File: src/rtl/obi_instr_responder_if.sv
// Instruction-fetch OBI bus bundle between the core initiator and the responder.
// Carries request/grant address phase and rvalid/rdata/err response phase.
// Signal names keep the responder-side _i/_o direction suffixes.
interface obi_instr_responder_if;
  logic        obi_req_i;
  logic        obi_gnt_o;
  logic [31:0] obi_addr_i;
  logic        obi_we_i;
  logic        obi_rvalid_o;
  logic [31:0] obi_rdata_o;
  logic        obi_err_o;

  // Responder (memory) side
  modport slave (
    input  obi_req_i,
    input  obi_addr_i,
    input  obi_we_i,
    output obi_gnt_o,
    output obi_rvalid_o,
    output obi_rdata_o,
    output obi_err_o
  );

  // Initiator (core prefetcher) side
  modport master (
    output obi_req_i,
    output obi_addr_i,
    output obi_we_i,
    input  obi_gnt_o,
    input  obi_rvalid_o,
    input  obi_rdata_o,
    input  obi_err_o
  );
endinterface

File: src/rtl/obi_instr_responder.sv
// OBI instruction-fetch responder in front of a synchronous single-port SRAM.
// Latency: grant in cycle N -> rvalid in N+1 (fall-through), later when stalled.
// Backpressure: stall_rsp_i parks responses in an in-order FIFO; grants stop at MAX_OUTSTANDING.

// Generic synchronous FIFO, first-word visible on rdat_o while not empty.
// Latency: push visible at the head one cycle later.
// Backpressure: none internally; the caller guarantees no push when full.
module obi_rsp_fifo #(
  parameter int W     = 33,
  parameter int DEPTH = 2
) (
  input  logic         clk,
  input  logic         rst_n,
  input  logic         push_i,
  input  logic [W-1:0] wdat_i,
  input  logic         pop_i,
  output logic [W-1:0] rdat_o,
  output logic         empty_o
);
  localparam int AW = $clog2(DEPTH);

  logic [W-1:0] mem_q [DEPTH];
  logic [AW:0]  wptr_q, rptr_q;

  // Pointer update; the extra MSB distinguishes full from empty.
  always_ff @(posedge clk or negedge rst_n) begin
    if (!rst_n) begin
      wptr_q <= '0;
      rptr_q <= '0;
    end else begin
      if (push_i) wptr_q <= wptr_q + 1'b1;
      if (pop_i)  rptr_q <= rptr_q + 1'b1;
    end
  end

  // Storage needs no reset: entries are only read behind the pointers.
  always_ff @(posedge clk) begin
    if (push_i) mem_q[wptr_q[AW-1:0]] <= wdat_i;
  end

  assign rdat_o  = mem_q[rptr_q[AW-1:0]];
  assign empty_o = (wptr_q == rptr_q);
endmodule

module obi_instr_responder #(
  parameter int          MEM_AW          = 14,
  parameter logic [31:0] BASE_ADDR       = 32'h0000_0000,
  parameter int          MAX_OUTSTANDING = 2
) (
  input  logic                  clk,
  input  logic                  rst_n,
  obi_instr_responder_if.slave  obi,
  output logic                  mem_req_o,
  output logic [MEM_AW-1:0]     mem_addr_o,
  input  logic [31:0]           mem_rdata_i,
  input  logic                  stall_gnt_i,
  input  logic                  stall_rsp_i,
  output logic                  busy_o
);
  localparam int CW = $clog2(MAX_OUTSTANDING) + 1;

  typedef struct packed {
    logic [31:0] rdata;
    logic        err;
  } rsp_t;

  logic [CW-1:0] cnt_q, cnt_d;
  logic          pend_v_q, pend_err_q;
  logic          gnt, in_range, good_rd;
  logic [31:0]   addr_off, word_off;
  logic          fifo_empty, fall_through, push, pop, rvalid;
  rsp_t          pend_rsp, head_rsp, out_rsp;

  // Address phase: grant is combinational; a response in this same cycle
  // does not open a slot, so the count alone gates it.
  assign gnt      = obi.obi_req_i & ~stall_gnt_i & (cnt_q < CW'(MAX_OUTSTANDING));
  // Unsigned offset wraps for addresses below the base, so one compare
  // covers both ends of the window. Byte-lane bits drop out in the shift.
  assign addr_off = obi.obi_addr_i - BASE_ADDR;
  assign word_off = addr_off >> 2;
  assign in_range = ((word_off >> MEM_AW) == 32'd0);
  assign good_rd  = ~obi.obi_we_i & in_range;

  assign obi.obi_gnt_o = gnt;
  assign mem_req_o     = gnt & good_rd;
  assign mem_addr_o    = mem_req_o ? word_off[MEM_AW-1:0] : '0;

  // Capture stage: remembers what was granted last cycle so the SRAM data
  // (or a synthesized error) can be paired with it.
  always_ff @(posedge clk or negedge rst_n) begin
    if (!rst_n) begin
      pend_v_q   <= 1'b0;
      pend_err_q <= 1'b0;
    end else begin
      pend_v_q   <= gnt;
      pend_err_q <= gnt & ~good_rd;
    end
  end

  assign pend_rsp.rdata = pend_err_q ? 32'h0 : mem_rdata_i;
  assign pend_rsp.err   = pend_err_q;

  // Response path: bypass the FIFO only when nothing older is queued, which
  // keeps responses in request order.
  assign fall_through = fifo_empty & pend_v_q & ~stall_rsp_i;
  assign push         = pend_v_q & ~fall_through;
  assign pop          = ~fifo_empty & ~stall_rsp_i;
  assign rvalid       = fall_through | pop;

  obi_rsp_fifo #(
    .W     ($bits(rsp_t)),
    .DEPTH (MAX_OUTSTANDING)
  ) u_rsp_fifo (
    .clk     (clk),
    .rst_n   (rst_n),
    .push_i  (push),
    .wdat_i  (pend_rsp),
    .pop_i   (pop),
    .rdat_o  (head_rsp),
    .empty_o (fifo_empty)
  );

  // Output mux; data and err are forced to zero between responses.
  always_comb begin
    out_rsp = '0;
    if (rvalid) out_rsp = fifo_empty ? pend_rsp : head_rsp;
  end

  assign obi.obi_rvalid_o = rvalid;
  assign obi.obi_rdata_o  = out_rsp.rdata;
  assign obi.obi_err_o    = out_rsp.err;

  // Outstanding counter: +1 per grant, -1 per response.
  always_comb begin
    cnt_d = cnt_q + CW'(gnt) - CW'(rvalid);
  end

  // Counter register; transactions in flight at reset are simply forgotten.
  always_ff @(posedge clk or negedge rst_n) begin
    if (!rst_n) cnt_q <= '0;
    else        cnt_q <= cnt_d;
  end

  assign busy_o = (cnt_q != '0);
endmodule

File: src/flat_wrapper.sv
// flat-port wrapper written by rule: the top's interface ports become plain ports
module obi_instr_responder_flat 
#(
  parameter int          MEM_AW          = 14,
  parameter logic [31:0] BASE_ADDR       = 32'h0000_0000,
  parameter int          MAX_OUTSTANDING = 2
)
  (clk, rst_n, mem_req_o, mem_addr_o, mem_rdata_i, stall_gnt_i, stall_rsp_i, busy_o, obi_obi_req_i, obi_obi_addr_i, obi_obi_we_i, obi_obi_gnt_o, obi_obi_rvalid_o, obi_obi_rdata_o, obi_obi_err_o);
  obi_instr_responder_if obi_i ();
  input  logic clk;
  input  logic rst_n;
  output logic mem_req_o;
  output logic [MEM_AW-1:0] mem_addr_o;
  input  logic [31:0] mem_rdata_i;
  input  logic stall_gnt_i;
  input  logic stall_rsp_i;
  output logic busy_o;
  input wire logic [$bits(obi_i.obi_req_i)-1:0] obi_obi_req_i;
  input wire logic [$bits(obi_i.obi_addr_i)-1:0] obi_obi_addr_i;
  input wire logic [$bits(obi_i.obi_we_i)-1:0] obi_obi_we_i;
  output wire logic [$bits(obi_i.obi_gnt_o)-1:0] obi_obi_gnt_o;
  output wire logic [$bits(obi_i.obi_rvalid_o)-1:0] obi_obi_rvalid_o;
  output wire logic [$bits(obi_i.obi_rdata_o)-1:0] obi_obi_rdata_o;
  output wire logic [$bits(obi_i.obi_err_o)-1:0] obi_obi_err_o;
  assign obi_i.obi_req_i = obi_obi_req_i;
  assign obi_i.obi_addr_i = obi_obi_addr_i;
  assign obi_i.obi_we_i = obi_obi_we_i;
  assign obi_obi_gnt_o = obi_i.obi_gnt_o;
  assign obi_obi_rvalid_o = obi_i.obi_rvalid_o;
  assign obi_obi_rdata_o = obi_i.obi_rdata_o;
  assign obi_obi_err_o = obi_i.obi_err_o;
  obi_instr_responder #(.MEM_AW(MEM_AW), .BASE_ADDR(BASE_ADDR), .MAX_OUTSTANDING(MAX_OUTSTANDING)) u_core (.clk(clk), .rst_n(rst_n), .obi(obi_i), .mem_req_o(mem_req_o), .mem_addr_o(mem_addr_o), .mem_rdata_i(mem_rdata_i), .stall_gnt_i(stall_gnt_i), .stall_rsp_i(stall_rsp_i), .busy_o(busy_o));
endmodule
File: config.mk
export PLATFORM = sky130hd
export DESIGN_NAME = obi_instr_responder_flat
export DESIGN_NICKNAME = d
export VERILOG_FILES = /design/src/rtl/obi_instr_responder_if.sv /design/src/rtl/obi_instr_responder.sv /design/src/flat_wrapper.sv
export SDC_FILE = /design/constraint.sdc
export NUM_CORES = 1
export LEC_CHECK = 0
export ABC_AREA = 0
export BUFFER_PORTS_ARGS = -buffer_cell sky130_fd_sc_hd__buf_2
export CORE_UTILIZATION = 24
export CTS_CLUSTER_SIZE = 14
export DETAILED_ROUTE_END_ITERATION = 12
export PLACE_DENSITY_LB_ADDON = 0.15
export SLEW_MARGIN = 20
export SYNTH_ARGS = -nofsm -noshare
export SYNTH_HDL_FRONTEND = slang
export SYNTH_SLANG_ARGS = --single-unit
File: constraint.sdc
create_clock -name clk -period 3.9 [get_ports clk]
set_clock_uncertainty 0.1 [all_clocks]
set_input_delay 0.195 -clock clk [delete_from_list [all_inputs] [get_ports clk]]
set_output_delay 0.195 -clock clk [all_outputs]
set_load 0.02 [all_outputs]
==> run summary, run 1 <==
First-pass GRT wire length = 14500 microns
Area growth from synthesis to layout = 30.5%
Net Count, Synth = 366
Tmin final = 2.88 ns
Die area = 15700 sq um
WL/cell = 15.6 microns
Share of post-route cells with drive strength above 1 = 0.361
Ys Warns = 0
Final nets = 480
CP max FO = 27
DR vias = 2666
# DRC = 3
Worst path arrival time = 2.58 ns
Final hold vios = 0
All-Layer GR Usage = 0.124
Element type at the critical path start = flip-flop
Post-DRT Antenna Nets = 0
Post-place setup slack = 1.24 ns
Unique masters post-synth = 28
Syn_area_per_cell = 12.4 sq um
CTS tree = built
Outcome = finished with violations
Pin count of the biggest net entering global routing = 36
Vias in the first global route = 2742
Yosys reg bits = 74
Worst-Skew Late Latency = 0.33 ns
Critical path class = reg -> out
Placed Cells = 580
Row count = 44
Number of cells produced by synthesis = 294
Worst vdd ir = 251 uV
Post-CTS resize count = 0
Drt total wl = 9300 microns
Final Max Tran Viols = 0
Post-CTS setup buffers = 0
Clock Pin Slew Worst Setup and Hold Paths = 0.06 ns
Final Wtd Congestion = 0.650
Total power draw = 3.88 mW
Layout Utilization = 0.324
Die X = 125 microns
Clock root buffer = clkbuf_16
RSZ-0062 raised after global routing = false
Clock Sinks = 74
Setup Viol. Count Final = 0
Initial antenna violation count = 1
CP Capture Type = output pin
Hold Path Class = in -> reg
Boundary pin count = 121
Final setup margin = 1.02 ns
Grt ovf = 0
Pwr per Cell Area = 816 nW/um^2
Pleak = 1.96 nW
Register area share after synthesis = 0.598
Via density = 4.47
Failing checks = design-rule violations
Core area = 14700 sq um
Slew headroom = 0.441
Setup TNS = 0 ns
Final non-filler cell total = 597
CP required = 3.61 ns
H-tree Lvls = 3
Worst-Margin Slew = 0.838 ns
DP HPWL = 5840 microns
Drt first-iter violations = 103
Initial core utilization = 0.248
# port buffers = 118
N_diodes = 0
Number of buffers created by CTS = 9
Clock Tree Buf Depth = 2
Post-Syn Area = 3650 sq um
1st-pass router iterations = 10
Crit share post-route = 0.737
Max frequency = 348 MHz
Die height = 125 microns
Max-cap check violation count = 0
==> worst paths after layout <==
path	from	to	slack, ns	depth (start not counted)
max	u_core.u_rsp_fifo.wptr_q[0]	obi_obi_err_o	1.02	5
min	obi_obi_req_i	u_core.pend_v_q	0.06	3
max reg2reg	u_core.u_rsp_fifo.wptr_q[0]	u_core.u_rsp_fifo.mem_q[0][7]	1.31	4
min reg2reg	u_core.cnt_q[1]	u_core.cnt_q[1]	0.42	1
max in group asynchronous	rst_n	u_core.u_rsp_fifo.rptr_q[0]	3.37	2
min in group asynchronous	rst_n	u_core.u_rsp_fifo.wptr_q[0]	0.14	2
==> sequential cells by signal (all words and copies together), names as in the netlist <==
| signal | count |
|---|---|
| u_core.u_rsp_fifo.mem_q | 66 |
| u_core.cnt_q | 2 |
| u_core.u_rsp_fifo.rptr_q | 2 |
| u_core.u_rsp_fifo.wptr_q | 2 |
| u_core.pend_err_q | 1 |
| u_core.pend_v_q | 1 |
==> area by class of cell <==
cell class,instances,area (sq um)
fill,1493,9940
sequential,74,2180
multi-input combinational,176,1290
timing repair buffer,127,661
clock buffer,11,243
tap,184,230
clock inverter,5,78.8
inverter,20,75.1
==> cells in the mapped netlist (all sizes together) <==
cell | count | area share
edfxtp | 66 | 0.54
nor3 | 48 | 0.066
a211oi | 33 | 0.068
mux2i | 33 | 0.091
nor2b | 32 | 0.055
inv | 20 | 0.021
buf | 18 | 0.032
dfrtp | 8 | 0.055
clkbuf | 6 | 0.0062
nor2 | 6 | 0.0062
xnor2 | 6 | 0.014
ha | 2 | 0.0069
nand3 | 2 | 0.0027
nor4 | 2 | 0.0034
o31ai | 2 | 0.0079
or2 | 2 | 0.0034
xor2 | 2 | 0.0069
nand2 | 1 | 0.0010
nand4 | 1 | 0.0017
o211ai | 1 | 0.0021
o21a | 1 | 0.0021
o21ai | 1 | 0.0014
o311ai | 1 | 0.0045
==> cell families (layout without fill, tap and decap cells) <==
family,count (synthesis),after routing,synth area share
DFF,74,74,0.598
and+or+nand+nor,94,94,0.139
buffers and inverters,44,163,0.0586
AOI/OAI and AO/OA,39,39,0.0857
xor gates and xnor gates,8,8,0.0213
muxes,33,33,0.0905
adders and majority gates,2,2,0.00686
==> power by group <==
group          switching (mW)  internal, mW  leakage, nW
logic                    1.29         0.630         1.11
registers              0.0819          1.01        0.699
clock network           0.298         0.576        0.159
total                    1.67          2.22         1.96
==> metrics by stage <==
stage | hold WS (ns) | instance area, sq um
3_3_place_gp | -0.0340 | 4430
3_5_place_dp | -0.0398 | 4430
2_1_floorplan | -0.201 | 3650
4_1_cts | 0.0641 | 4760
5_1_grt | 0.0913 | 4760
6_report | 0.0628 | 4760
==> routing by layer <==
layer,global-route usage,vias up,routed length (microns)
met5,0,-,17
met4,0.0409,2,102
met3,0.0385,10,561
met2,0.209,98,4450
met1,0.150,1245,4170
li1,-,1311,-
==> layout by cell type (no fill, tap or decap), drive strengths merged <==
master	netlist	final
xor2	2	2
nand2	1	1
inv	20	20
o21ai	1	1
xnor2	6	6
o311ai	1	1
nor2b	32	32
o211ai	1	1
clkbuf	6	11
dfrtp	8	8
nor4	2	2
buf	18	126
clkinv	0	3
nand3	2	2
nor3	48	48
or2	2	2
o21a	1	1
a211oi	33	33
nand4	1	1
o31ai	2	2
ha	2	2
nor2	6	6
mux2i	33	33
bufinv	0	2
dlygate4sd3	0	1
edfxtp	66	66
==> critical path, stage by stage (launching register included) <==
cell and delay, ns:
dfrtp_1 0.56, xor2_4 0.51, or2_1 0.39, buf_4 0.40, a211oi_1 0.17, buf_2 0.19
==> what timing repair did <==
| item | in CTS | in global routing |
|---|---|---|
| endpoints found under the setup margin | 0 | 0 |
| hold buffers | 1 | 0 |
| hold endpoints to repair | 8 | 0 |
(Power assumes the default switching activity.)
==> run 2, diff against run 1 <==
==> constraint.sdc (replaced) <==
create_clock -name clk -period 2.9 [get_ports clk]
set_clock_uncertainty 0.1 [all_clocks]
set_input_delay 0.145 -clock clk [delete_from_list [all_inputs] [get_ports clk]]
set_output_delay 0.145 -clock clk [all_outputs]
set_load 0.02 [all_outputs]
==> run summary, run 2 (synthesis gave the netlist of run 1 again) <==
Outcome = finished with violations
Failing checks = design-rule violations
Critical path class = reg -> out
Worst-Margin Slew = 0.897 ns (+0.0590 ns)
Pwr per Cell Area = 1090 nW/um^2 (+33%)
DP HPWL = 5800 microns (-0.60%)
Worst vdd ir = 325 uV (+30%)
First-pass GRT wire length = 14500 microns (unchanged)
Vias in the first global route = 2688 (-2.0%)
Clock Tree Buf Depth = 2 (unchanged)
Final nets = 485 (+1.0%)
All-Layer GR Usage = 0.123 (-0.00103)
Final setup margin = 0.192 ns (-0.832 ns)
DR vias = 2699 (+1.2%)
Row count = 44 (unchanged)
Die area = 15700 sq um (unchanged)
Post-DRT Antenna Nets = 0 (unchanged)
Placed Cells = 584 (+0.69%)
Total power draw = 5.19 mW (+34%)
Clock Pin Slew Worst Setup and Hold Paths = 0.06 ns (about the same)
Max-cap check violation count = 0 (unchanged)
Number of buffers created by CTS = 9 (unchanged)
CP max FO = 18 (-33%)
WL/cell = 15.5 microns (-0.54%)
Slew headroom = 0.402 (-0.0385)
# port buffers = 118 (unchanged)
Drt total wl = 9330 microns (+0.29%)
Commonest non-fill, non-tap cell in the layout = buf_2
Element type at the critical path start = flip-flop
H-tree Lvls = 3 (unchanged)
Final Max Tran Viols = 0 (unchanged)
Pin count of the biggest net entering global routing = 39 (+8.3%)
Boundary pin count = 121 (unchanged)
Clock Sinks = 74 (unchanged)
Max incr delay on CP = 0.74 ns (+0.18 ns)
Die X = 125 microns (unchanged)
Slowest cell on crit path = o31ai_4
Area growth from synthesis to layout = 31.0%
Post-place setup slack = 0.150 ns (-1.09 ns)
CP Capture Type = output pin
# DRC = 3 (unchanged)
Setup TNS = 0 ns (unchanged)
Worst Hold Depth = 4 (+1)
Final Wtd Congestion = 0.648 (-0.26%)
Share of post-route cells with drive strength above 1 = 0.368 (+0.00765)
Clock root buffer = clkbuf_16
RSZ-0062 raised after global routing = false
Most frequent cells in the layout = 118 x buf_2, 66 x edfxtp_1, 48 x nor3_1, 33 x mux2i_1, 33 x a211oi_1
Final non-filler cell total = 602 (+0.84%)
1st-pass router iterations = 10 (unchanged)
Initial antenna violation count = 2 (+1)
Worst-Skew Late Latency = 0.33 ns (about the same)
Grt ovf = 0 (unchanged)
CP required = 2.65 ns (-0.96 ns)
N_diodes = 0 (unchanged)
Hold Path Class = in -> reg
Max reg flops = 66 (unchanged)
Core area = 14700 sq um (unchanged)
Final hold vios = 0 (unchanged)
Max frequency = 369 MHz
R2R depth = 8 (+4)
Drt first-iter violations = 120 (+17%)
Die height = 125 microns (unchanged)
Pleak = 1.97 nW (+0.42%)
Worst path arrival time = 2.46 ns (-0.12 ns)
CTS tree = built
Crit share post-route = 0.934
Tmin final = 2.71 ns
Post-CTS setup buffers = 0 (unchanged)
Setup Viol. Count Final = 0 (unchanged)
Critical Path, Cell by Cell = xor2_4, o31ai_4, buf_4, a211oi_1, buf_2
Initial core utilization = 0.248 (unchanged)
Via density = 4.48 (+0.40%)
==> run 2: worst paths after layout <==
kind                                                  start                          end  slack (ns)
worst min register to register              u_core.cnt_q[0]              u_core.cnt_q[0]        0.40
max in group asynchronous                             rst_n  u_core.u_rsp_fifo.rptr_q[0]        2.42
min in group asynchronous                             rst_n              u_core.cnt_q[0]        0.08
worst max-delay path            u_core.u_rsp_fifo.wptr_q[0]          obi_obi_rdata_o[31]        0.19
worst min-delay path                            stall_gnt_i              u_core.pend_v_q        0.02
worst max register to register  u_core.u_rsp_fifo.wptr_q[0]              u_core.cnt_q[1]        0.27
==> run 2: final cells by class <==
class                      count  area, sq um
clock buffer                   9          225
clock inverter                 7         76.3
fill                        1502         9920
inverter                      20         75.1
multi-input combinational    176         1290
sequential                    74         2180
tap                          184          230
timing repair buffer         132          701
==> run 2: stage by stage <==
stage,area (sq um),hold WS [ns],util
floorplan,3650,-0.251,-
global route,4780,0.0578,0.325
global placement,4460,-0.0926,0.303
CTS,4780,0.0104,0.325
detailed placement,4460,-0.0916,0.303
finish,4780,0.0210,0.325
==> run 2: report_power, final <==
| group | leakage [nW] | internal, mW | switching [mW] |
|---|---|---|---|
| logic | 1.13 | 0.860 | 1.77 |
| clock network | 0.142 | 0.671 | 0.435 |
| registers | 0.699 | 1.36 | 0.0943 |
==> run 2: repair_timing <==
action                    CTS  global route
hold buffers                2             0
resized for setup           0             0
hold endpoints to repair    9             0
==> run 2: critical path, delay by kind of cell (launching register included) <==
kind	cells	cell delay, ns
flip-flops	1	0.50
buffers and inverters	2	0.57
AO/OA/AOI/OAI	2	0.84
XOR/XNOR	1	0.22
==> run 2: layer usage <==
layer	track usage	up-vias	wire length [microns]
met5	0	-	17
met2	0.198	109	4320
li1	-	1328	-
met3	0.0381	7	611
met4	0.0366	2	91
met1	0.157	1253	4290
